### src/rtl/pll_lock_detect.sv
// Windowed frequency lock detector for the divided PLL feedback: counts synchronized
// fb_tog edges per reference window and tracks lock with enter/exit hysteresis.
module pll_lock_detect #(
   parameter int unsigned WIN_CYC     = 1024,
   parameter int unsigned CNT_W       = 16,
   parameter int unsigned EXP_CNT     = 320,
   parameter int unsigned TOL         = 1,
   parameter int unsigned LOCK_WINS   = 4,
   parameter int unsigned UNLOCK_WINS = 2
) (
   input  logic                    clk,
   input  logic                    rst_n,
   input  logic                    en,
   input  logic                    fb_tog,
   output logic                    cnt_valid,
   output logic [CNT_W-1:0]        cnt_last,
   output logic signed [CNT_W:0]   cnt_err,
   output logic                    lock,
   output logic                    lost_lock
);

   localparam int unsigned WIN_W   = $clog2(WIN_CYC);
   localparam int unsigned GW_W    = $clog2(LOCK_WINS + 1);
   localparam int unsigned BW_W    = $clog2(UNLOCK_WINS + 1);
   localparam int unsigned GOOD_LO = (EXP_CNT > TOL) ? EXP_CNT - TOL : 0;
   localparam int unsigned GOOD_HI = EXP_CNT + TOL;

   localparam logic [CNT_W-1:0] CNT_MAX   = {CNT_W{1'b1}};
   localparam logic [CNT_W:0]   EXP_EXT   = (CNT_W+1)'(EXP_CNT);
   localparam logic [WIN_W-1:0] WIN_LAST  = WIN_W'(WIN_CYC - 1);
   localparam logic [GW_W-1:0]  GOOD_LAST = GW_W'(LOCK_WINS - 1);
   localparam logic [BW_W-1:0]  BAD_LAST  = BW_W'(UNLOCK_WINS - 1);

   typedef enum logic [1:0] {
      ST_IDLE,
      ST_ACQUIRE,
      ST_LOCKED
   } state_t;

   logic [2:0]       sync_q, sync_d;
   state_t           state_q, state_d;
   logic [WIN_W-1:0] win_cnt_q, win_cnt_d;
   logic [CNT_W-1:0] tog_cnt_q, tog_cnt_d;
   logic [CNT_W-1:0] cnt_last_q, cnt_last_d;
   logic [CNT_W:0]   cnt_err_q, cnt_err_d;
   logic [GW_W-1:0]  good_q, good_d;
   logic [BW_W-1:0]  bad_q, bad_d;
   logic             cnt_valid_q, cnt_valid_d;
   logic             lock_q, lock_d;
   logic             lost_lock_q, lost_lock_d;

   logic             tog;
   logic [CNT_W-1:0] tog_sum;
   logic             win_end;
   logic             win_good;

   // Window datapath: tog_sum already includes a toggle seen on the current cycle,
   // so the last-cycle capture does not miss a toggle landing on the boundary.
   always_comb begin
      sync_d   = {sync_q[1:0], fb_tog};
      tog      = sync_q[1] ^ sync_q[2];
      tog_sum  = (tog && (tog_cnt_q != CNT_MAX)) ? tog_cnt_q + CNT_W'(1) : tog_cnt_q;
      win_end  = (win_cnt_q == WIN_LAST);
      win_good = (tog_sum != CNT_MAX) &&
                 (32'(tog_sum) >= GOOD_LO) && (32'(tog_sum) <= GOOD_HI);
   end

   always_comb begin
      state_d     = state_q;
      win_cnt_d   = win_cnt_q;
      tog_cnt_d   = tog_cnt_q;
      cnt_last_d  = cnt_last_q;
      cnt_err_d   = cnt_err_q;
      good_d      = good_q;
      bad_d       = bad_q;
      cnt_valid_d = 1'b0;
      lock_d      = lock_q;
      lost_lock_d = lost_lock_q;

      if (!en) begin
         // Abort: the partial window is dropped, results of the last full window stay.
         state_d     = ST_IDLE;
         win_cnt_d   = '0;
         tog_cnt_d   = '0;
         good_d      = '0;
         bad_d       = '0;
         lock_d      = 1'b0;
         lost_lock_d = 1'b0;
      end else begin
         unique case (state_q)
            ST_IDLE: begin
               state_d   = ST_ACQUIRE;
               win_cnt_d = '0;
               tog_cnt_d = '0;
               good_d    = '0;
               bad_d     = '0;
               lock_d    = 1'b0;
            end

            ST_ACQUIRE, ST_LOCKED: begin
               if (!win_end) begin
                  win_cnt_d = win_cnt_q + WIN_W'(1);
                  tog_cnt_d = tog_sum;
               end else begin
                  win_cnt_d   = '0;
                  tog_cnt_d   = '0;
                  cnt_last_d  = tog_sum;
                  cnt_err_d   = (CNT_W+1)'(tog_sum) - EXP_EXT;
                  cnt_valid_d = 1'b1;

                  if (state_q == ST_ACQUIRE) begin
                     if (!win_good) begin
                        good_d = '0;
                     end else if (good_q == GOOD_LAST) begin
                        state_d = ST_LOCKED;
                        lock_d  = 1'b1;
                        good_d  = '0;
                        bad_d   = '0;
                     end else begin
                        good_d = good_q + GW_W'(1);
                     end
                  end else begin
                     if (win_good) begin
                        bad_d = '0;
                     end else if (bad_q == BAD_LAST) begin
                        state_d     = ST_ACQUIRE;
                        lock_d      = 1'b0;
                        lost_lock_d = 1'b1;
                        good_d      = '0;
                        bad_d       = '0;
                     end else begin
                        bad_d = bad_q + BW_W'(1);
                     end
                  end
               end
            end

            default: begin
               state_d = ST_IDLE;
               lock_d  = 1'b0;
            end
         endcase
      end
   end

   always_ff @(posedge clk or negedge rst_n) begin
      if (!rst_n) begin
         sync_q      <= '0;
         state_q     <= ST_IDLE;
         win_cnt_q   <= '0;
         tog_cnt_q   <= '0;
         cnt_last_q  <= '0;
         cnt_err_q   <= '0;
         good_q      <= '0;
         bad_q       <= '0;
         cnt_valid_q <= 1'b0;
         lock_q      <= 1'b0;
         lost_lock_q <= 1'b0;
      end else begin
         sync_q      <= sync_d;
         state_q     <= state_d;
         win_cnt_q   <= win_cnt_d;
         tog_cnt_q   <= tog_cnt_d;
         cnt_last_q  <= cnt_last_d;
         cnt_err_q   <= cnt_err_d;
         good_q      <= good_d;
         bad_q       <= bad_d;
         cnt_valid_q <= cnt_valid_d;
         lock_q      <= lock_d;
         lost_lock_q <= lost_lock_d;
      end
   end

   assign cnt_valid = cnt_valid_q;
   assign cnt_last  = cnt_last_q;
   assign cnt_err   = cnt_err_q;
   assign lock      = lock_q;
   assign lost_lock = lost_lock_q;

endmodule

### config.mk
export PLATFORM = sky130hd
export DESIGN_NAME = pll_lock_detect
export DESIGN_NICKNAME = d
export VERILOG_FILES = /design/src/rtl/pll_lock_detect.sv
export SDC_FILE = /design/constraint.sdc
export NUM_CORES = 1
export LEC_CHECK = 0
export CAP_MARGIN = 0
export CORE_ASPECT_RATIO = 0.6
export CORE_UTILIZATION = 56
export CTS_CLUSTER_SIZE = 30
export DETAILED_ROUTE_END_ITERATION = 7
export PLACE_DENSITY = 0.79
export RECOVER_POWER = 100
export SYNTH_ARGS = -nofsm -noshare
export SYNTH_HDL_FRONTEND = slang
export SYNTH_SLANG_ARGS = --single-unit
### constraint.sdc
create_clock -name clk -period 4.6 [get_ports clk]
set_input_delay 0.69 -clock clk [delete_from_list [all_inputs] [get_ports clk]]
set_output_delay 0.69 -clock clk [all_outputs]
set_load 0.05 [all_outputs]
# After elaboration in Yosys (flattened, before gate mapping)
# Index checks and enable logic that the tools add are counted.
[classes] n_addsub=5 n_lt_le_gt_ge=2 eq_ne=19 n_mux=48 bitwise_logic=1 n_reduce_logical=10
[ops] operator="$mux 16" n=3
[ops] operator="$ne 16x16->1 const B" n=2
[ops] operator="$pmux 16 s2" n=1
[ops] operator="$mux 2" n=14
[ops] operator="$mux 3" n=7
[ops] operator="$mux 10" n=2
[ops] operator="$ne 4x4->1 const B" n=5
[ops] operator="$pmux 10 s2" n=1
[ops] operator="$mux 1" n=17
[ops] operator="$sub 16x9->17 const B" n=1
[ops] operator="$add 16x1->16 const B" n=1
[ops] operator="$ge 16x9->1 const B" n=1
[ops] operator="$le 16x9->1 const B" n=1
[ops] operator="$add 10x1->10 const B" n=1
[ops] operator="$eq 10x10->1 const B" n=1
[ops] operator="$reduce_and 5->1" n=2
[ops] operator="$pmux 2 s2" n=2
[ops] operator="$reduce_and 4->1" n=2
[ops] operator="$ne 2x1->1 const B" n=3
[ops] operator="$pmux 3 s2" n=1
[ops] operator="$eq 2x1->1 const B" n=2
[ops] operator="$ne 2x2->1 const B" n=2
[ops] operator="$add 3x1->3 const B" n=1
[ops] operator="$eq 3x2->1 const B" n=1
[ops] operator="9 further kinds" n=11
[totals] regBits=72 in_bits=4 output_inout_bits=36 wordCells=96

# Depth between registers and ports, before layout
[logic_depth] word_depth=11 ltp_mapped=15 depth_no_buf=14

# Worst setup path before layout
# Ideal clock, no wire load.
[synth_path] path_kind="register to register" from="register tog_cnt_q[1]" to="register state_q[1]" arrival_time_ps=3595 setup_slack_ps=925 stages_incl_launch_ff=16 n_path_buf=1 cell_sequence="dfrtp_1 -> ha_1 -> buf_4 -> nand3_4 -> o41ai_4 -> nor3_1 -> xnor2_1 -> ha_1 -> nand4b_1 -> o31ai_1 -> a31oi_1 -> a311oi_2 -> o211ai_2 -> or3_1 -> a211oi_2 -> mux2i_1"
[synth_via] elab_chain_cells=8
[synth_rtl] item="start, declared" line="43" source="logic [CNT_W-1:0] tog_cnt_q, tog_cnt_d;"
[synth_rtl] item="start signal, assigned" line="163" source="tog_cnt_q <= tog_cnt_d;"
[synth_rtl] item="parallel branches: the longest is 2 deep, another holds $add 16x1->16"
[synth_rtl] item="$mux 16 *" line="62" source="tog_sum = (tog && (tog_cnt_q != CNT_MAX)) ? tog_cnt_q + CNT_W'(1) : tog_cnt_q;"
[synth_rtl] item="$ge 16x9->1 or $ne 16x16->1 (tied branches)" line="65, 64"
[synth_rtl] item="$logic_and 1x1->1" line="64" source="win_good = (tog_sum != CNT_MAX) &&"
[synth_rtl] item="$logic_and 1x1->1 *" line="65" source="(32'(tog_sum) >= GOOD_LO) && (32'(tog_sum) <= GOOD_HI);"
[synth_rtl] item="$ne 4x4->1 (no line)"
[synth_rtl] item="$reduce_and 5->1 (no line) *"
[synth_rtl] item="end signal, assigned" line="161" source="state_q <= state_d;"
[synth_rtl] item="end, declared" line="41" source="state_t state_q, state_d;"
# Every way passes the cells marked *.
# A chain may end at the register's enable or synchronous reset.

# Worst setup path in the final report
[layout_path] from="register tog_cnt_q[0]" to="register bad_q[1]"
[layout_via] elab_chain_cells=11
[layout_rtl] item="parallel branches: the longest is 2 deep, another holds $add 16x1->16"
[layout_rtl] item="$mux 16 *" line="62"
[layout_rtl] item="$ge 16x9->1 or $ne 16x16->1 (tied branches)" line="65, 64"
[layout_rtl] item="$logic_and 1x1->1" line="64"
[layout_rtl] item="$logic_and 1x1->1 *" line="65"
[layout_rtl] item="$mux 2" line="123" source="if (win_good) begin"
[layout_rtl] item="$mux 2" line="111" source="if (state_q == ST_ACQUIRE) begin"
[layout_rtl] item="$mux 2" line="101" source="if (!win_end) begin"
[layout_rtl] item="$pmux 2 s2" line="90" source="unique case (state_q)"
[layout_rtl] item="$mux 2" line="80" source="if (!en) begin"
[layout_rtl] item="end signal, assigned" line="155" source="bad_q <= '0;"
[layout_rtl] item="end signal, assigned" line="167" source="bad_q <= bad_d;"
[layout_rtl] item="end, declared" line="47" source="logic [BW_W-1:0] bad_q, bad_d;"
# Every way passes the cells marked *. The select of a mux whose other input is x is not followed.

==> results.md <==
- Crit path capture: bad_q[1]
- Resized Gates After CTS: 0
- Avg WL per Cell: 15.7 microns
- Clk slew on worst S/H paths: 70 ps
- Initial Utilization: 58.3%
- Failing checks: capacitance limit, slew limit
- Post-Synthesis Cells: 388
- Dpl hpwl: 5590 microns
- DRC Markers: 0
- Area Growth Syn to Fin: 15.8%
- Worst reg2reg path endpoint: bad_q[1]
- Rel. slew slack: -26.9%
- Worst R2R Setup Slack: 270 ps
- Hold_ws: 363 ps
- Layout cells sized above 1: 5.94%
- I/O pin count: 40
- RSZ-0062 raised after global routing: no
- Via count: 2,965
- CTS root buffer: clkbuf_8
- Row cnt: 22
- Detailed Routing Iterations Pass 1: 5
- Internal: 994 uW
- Switching share of power: 29.7%
- Total power: 1410 uW
- Flop and latch count out of synthesis: 65
- Num CTS Buffers: 9
- Post-CTS setup buffer count: 0
- Final Hold Fails: 0
- Clock network latency to the later pin of the worst-skew pair: 340 ps
- Syn Area/Cell: 9.22 sq um
- Max-slew violations: 122
- Seq pwr share: 43.5%
- Largest net degree at the start of global routing: 54
- Mapped Area: 0.00358 sq mm
- WS Path Type: register to register
- Cell variety after synth: 51
- Final setup vio count: 0
- Crit. Startpoint: tog_cnt_q[0]
- Seq/Total Area, Yosys: 45.5%
- Sum Neg Setup Slack: 0 ps
- Clk pwr share: 37.9%
- Initial antenna violation count: 0
- Fillers: 491
- Combinational share of power: 18.6%
- Critical path required time: 4840 ps
- Nature of the critical path endpoint: register
- Dpl cells: 489
- First-pass GRT wire length: 13,200 microns
- Sw Pwr: 420 uW
- R2R depth: 15
- Final wirelength: 7920 microns
- Congestion Overflow GR: 0
- IR drop worst, VDD: 0.226 mV
- Number of routed nets with antenna violations: 0
- Area of the multi-input gates: 0.00175 sq mm
- Fmax: 0.231 GHz
- Minimum clock period: 4330 ps
- Top FF cell, synth: dfrtp_1
- Max-cap violation count: 3
- Synth top area cells: dfrtp_1 (45%), o21ai_0 (8.7%), nand2_1 (6.8%), xnor2_1 (3.7%), ha_1 (3.5%)
- Final Wtd Congestion: 0.914
- Period utilization: 94.1%
- Initial DRC Count: 204
- Vias in the first global route: 2,684
- Power density cells: 341 mW/mm^2
- Tightest Pin Transition: 1900 ps
- H-tree Lvls: 3
- Clock sinks: 65
- Synth top area share: 45.5%
- Number of flops mapped to enable cells by yosys: 0
- Final Non-Filler Cells: 505
- Total die area: 0.00672 sq mm
- CTS tree: built
- Reg-to-reg startpoint: tog_cnt_q[0]
- HP Class: register to register
- Leak: 0.00188 uW
- ANT cells: 0
- Storage element area: 0.00163 sq mm
- Die span in y: 63.9 microns
- Nets: 430
- Yosys top cell by area: dfrtp_1
- Max clock buf depth: 2
- GRT Util Overall: 25.2%
- Vias/cell: 5.87
- Core Footprint: 0.00614 sq mm
- Crit start category: register
- Status: finished with violations
- Chip Width: 105 microns
- Buffers on Ports: 39
- Synth async-reset ratio: 100%
- Worst Skew: 5.12 ps
- Critical path fanouts, max: 10
- Arr. time, crit path: 4570 ps
- CTS Hold Buffers Added: 0
- Synth warnings: 0
- Syn Nets: 402
## cells in the final DEF, fill, tap and decap left out, types with 2 or more instances in the layout
master         Yosys  final
nor2_1            16     16
a32o_1             2      2
or3_1              2      2
dfrtp_1           65     65
o2bb2ai_1          2      2
nand4_1            3      3
nor3b_1            5      5
a21o_1             3      3
o41ai_1            1      2
o311ai_0           2      2
o21ai_0           62     64
or4_1              2      2
nand4_4            3      3
nand2b_1           3      3
bufinv_16          0      2
nand3_1           10     11
nand2_1           65     65
nor3_1            14     14
xnor2_1           15     15
ha_1              10     10
clkbuf_1          16      5
mux2i_1            3      3
a31oi_1            3      3
xor2_1             9      9
dlygate4sd3_1      0     38
nor4_1             5      6
clkinv_2           0      2
clkbuf_8           0     10
a21oi_1           10     10
and3_1             6      6
nand4b_1           2      2
o31ai_1            5      5
inv_1             11     11
## routing by layer
layer | vias to the layer above | global-route usage (%) | share of wire (%)
met5 | - | 0 | 0
met1 | 1429 | 37.1 | 49
met3 | 10 | 5.51 | 6.8
li1 | 1424 | - | -
met4 | 0 | 7.39 | 1.2
met2 | 102 | 37.3 | 43
## how the worst min path moves through the flow
stage,cells after the start,endpoint,from
3_3_place_gp,0,sync_q[1],sync_q[0]
6_report,0,sync_q[1],sync_q[0]
4_1_cts,0,sync_q[1],sync_q[0]
2_1_floorplan,0,sync_q[1],sync_q[0]
3_5_place_dp,0,sync_q[1],sync_q[0]
5_1_grt,0,sync_q[1],sync_q[0]
## per-stage QoR
step | util, % | instance area [sq um] | setup slack [ps]
after floorplan | - | 3580 | 925
after global placement | 64.8 | 3980 | 669
after detailed placement | 64.8 | 3980 | 382
after global routing | 67.5 | 4140 | 31.6
final | 67.5 | 4140 | 269
after CTS | 68.4 | 4200 | 356
## power by group through the flow
stage	clock (uW)	combinational (uW)	sequential [uW]
floorplan	0	192	622
global placement	0	266	624
detailed placement	0	272	626
CTS	546	274	615
global route	572	291	620
finish	535	263	616
## registers in the layout, summed over array words and instances, names as in the netlist
| register | flops |
|---|---|
| sync_q | 3 |
| bad_q | 2 |
| cnt_last | 16 |
| win_cnt_q | 10 |
| cnt_valid | 1 |
| cnt_err | 11 |
| good_q | 3 |
| tog_cnt_q | 16 |
| lost_lock | 1 |
| state_q | 2 |
## cell type report
| class | count | share of cell area [%] |
|---|---|---|
| inverters | 11 | 0.996 |
| flip-flops and latches | 65 | 39.3 |
| multi-input cells | 286 | 42.2 |
| well taps | 84 | 2.54 |
| clock buffers | 11 | 3.41 |
| clock inverters | 5 | 1.90 |
| repair buffers | 43 | 9.72 |
## Yosys cell counts, types with 3 or more instances
library cell and count:
a21o_1 3, xor2_1 9, a31oi_1 3, nand3_1 10, o21ai_0 62, inv_1 11
nand2_1 65, nand4_1 3, buf_4 9, xnor2_1 15, nor4_1 5, and3_1 6
dfrtp_1 65, mux2i_1 3, nand2b_1 3, nand4_4 3, ha_1 10, a21oi_1 10
nor3b_1 5, clkbuf_1 16, o31ai_1 5, nor2_1 16, nor3_1 14
## cells by family (layout without fill, tap and decap cells)
kind of cell	count (synthesis)	count (layout)	share of synthesized area, %
flops	65	65	45.5
mux	5	5	1.47
simple gates	145	145	21.3
xor+xnor	24	24	5.87
buf+inv	37	70	4.86
fa+ha+maj	10	10	3.50
compound gates	102	102	17.6
## worst max-delay path, stage by stage (launching register included)
cell and delay, ps:
dfrtp_1 510, ha_1 440, nand3_4 170, o41ai_1 380
buf_4 230, nor3_1 70, xnor2_1 350, ha_1 260
nand4b_1 130, o31ai_1 260, a31oi_1 90, a311oi_2 280
o211ai_2 190, nor3_1 460, o21ai_0 200, and2_0 180
No activity file was read; power rests on OpenSTA's default activity.
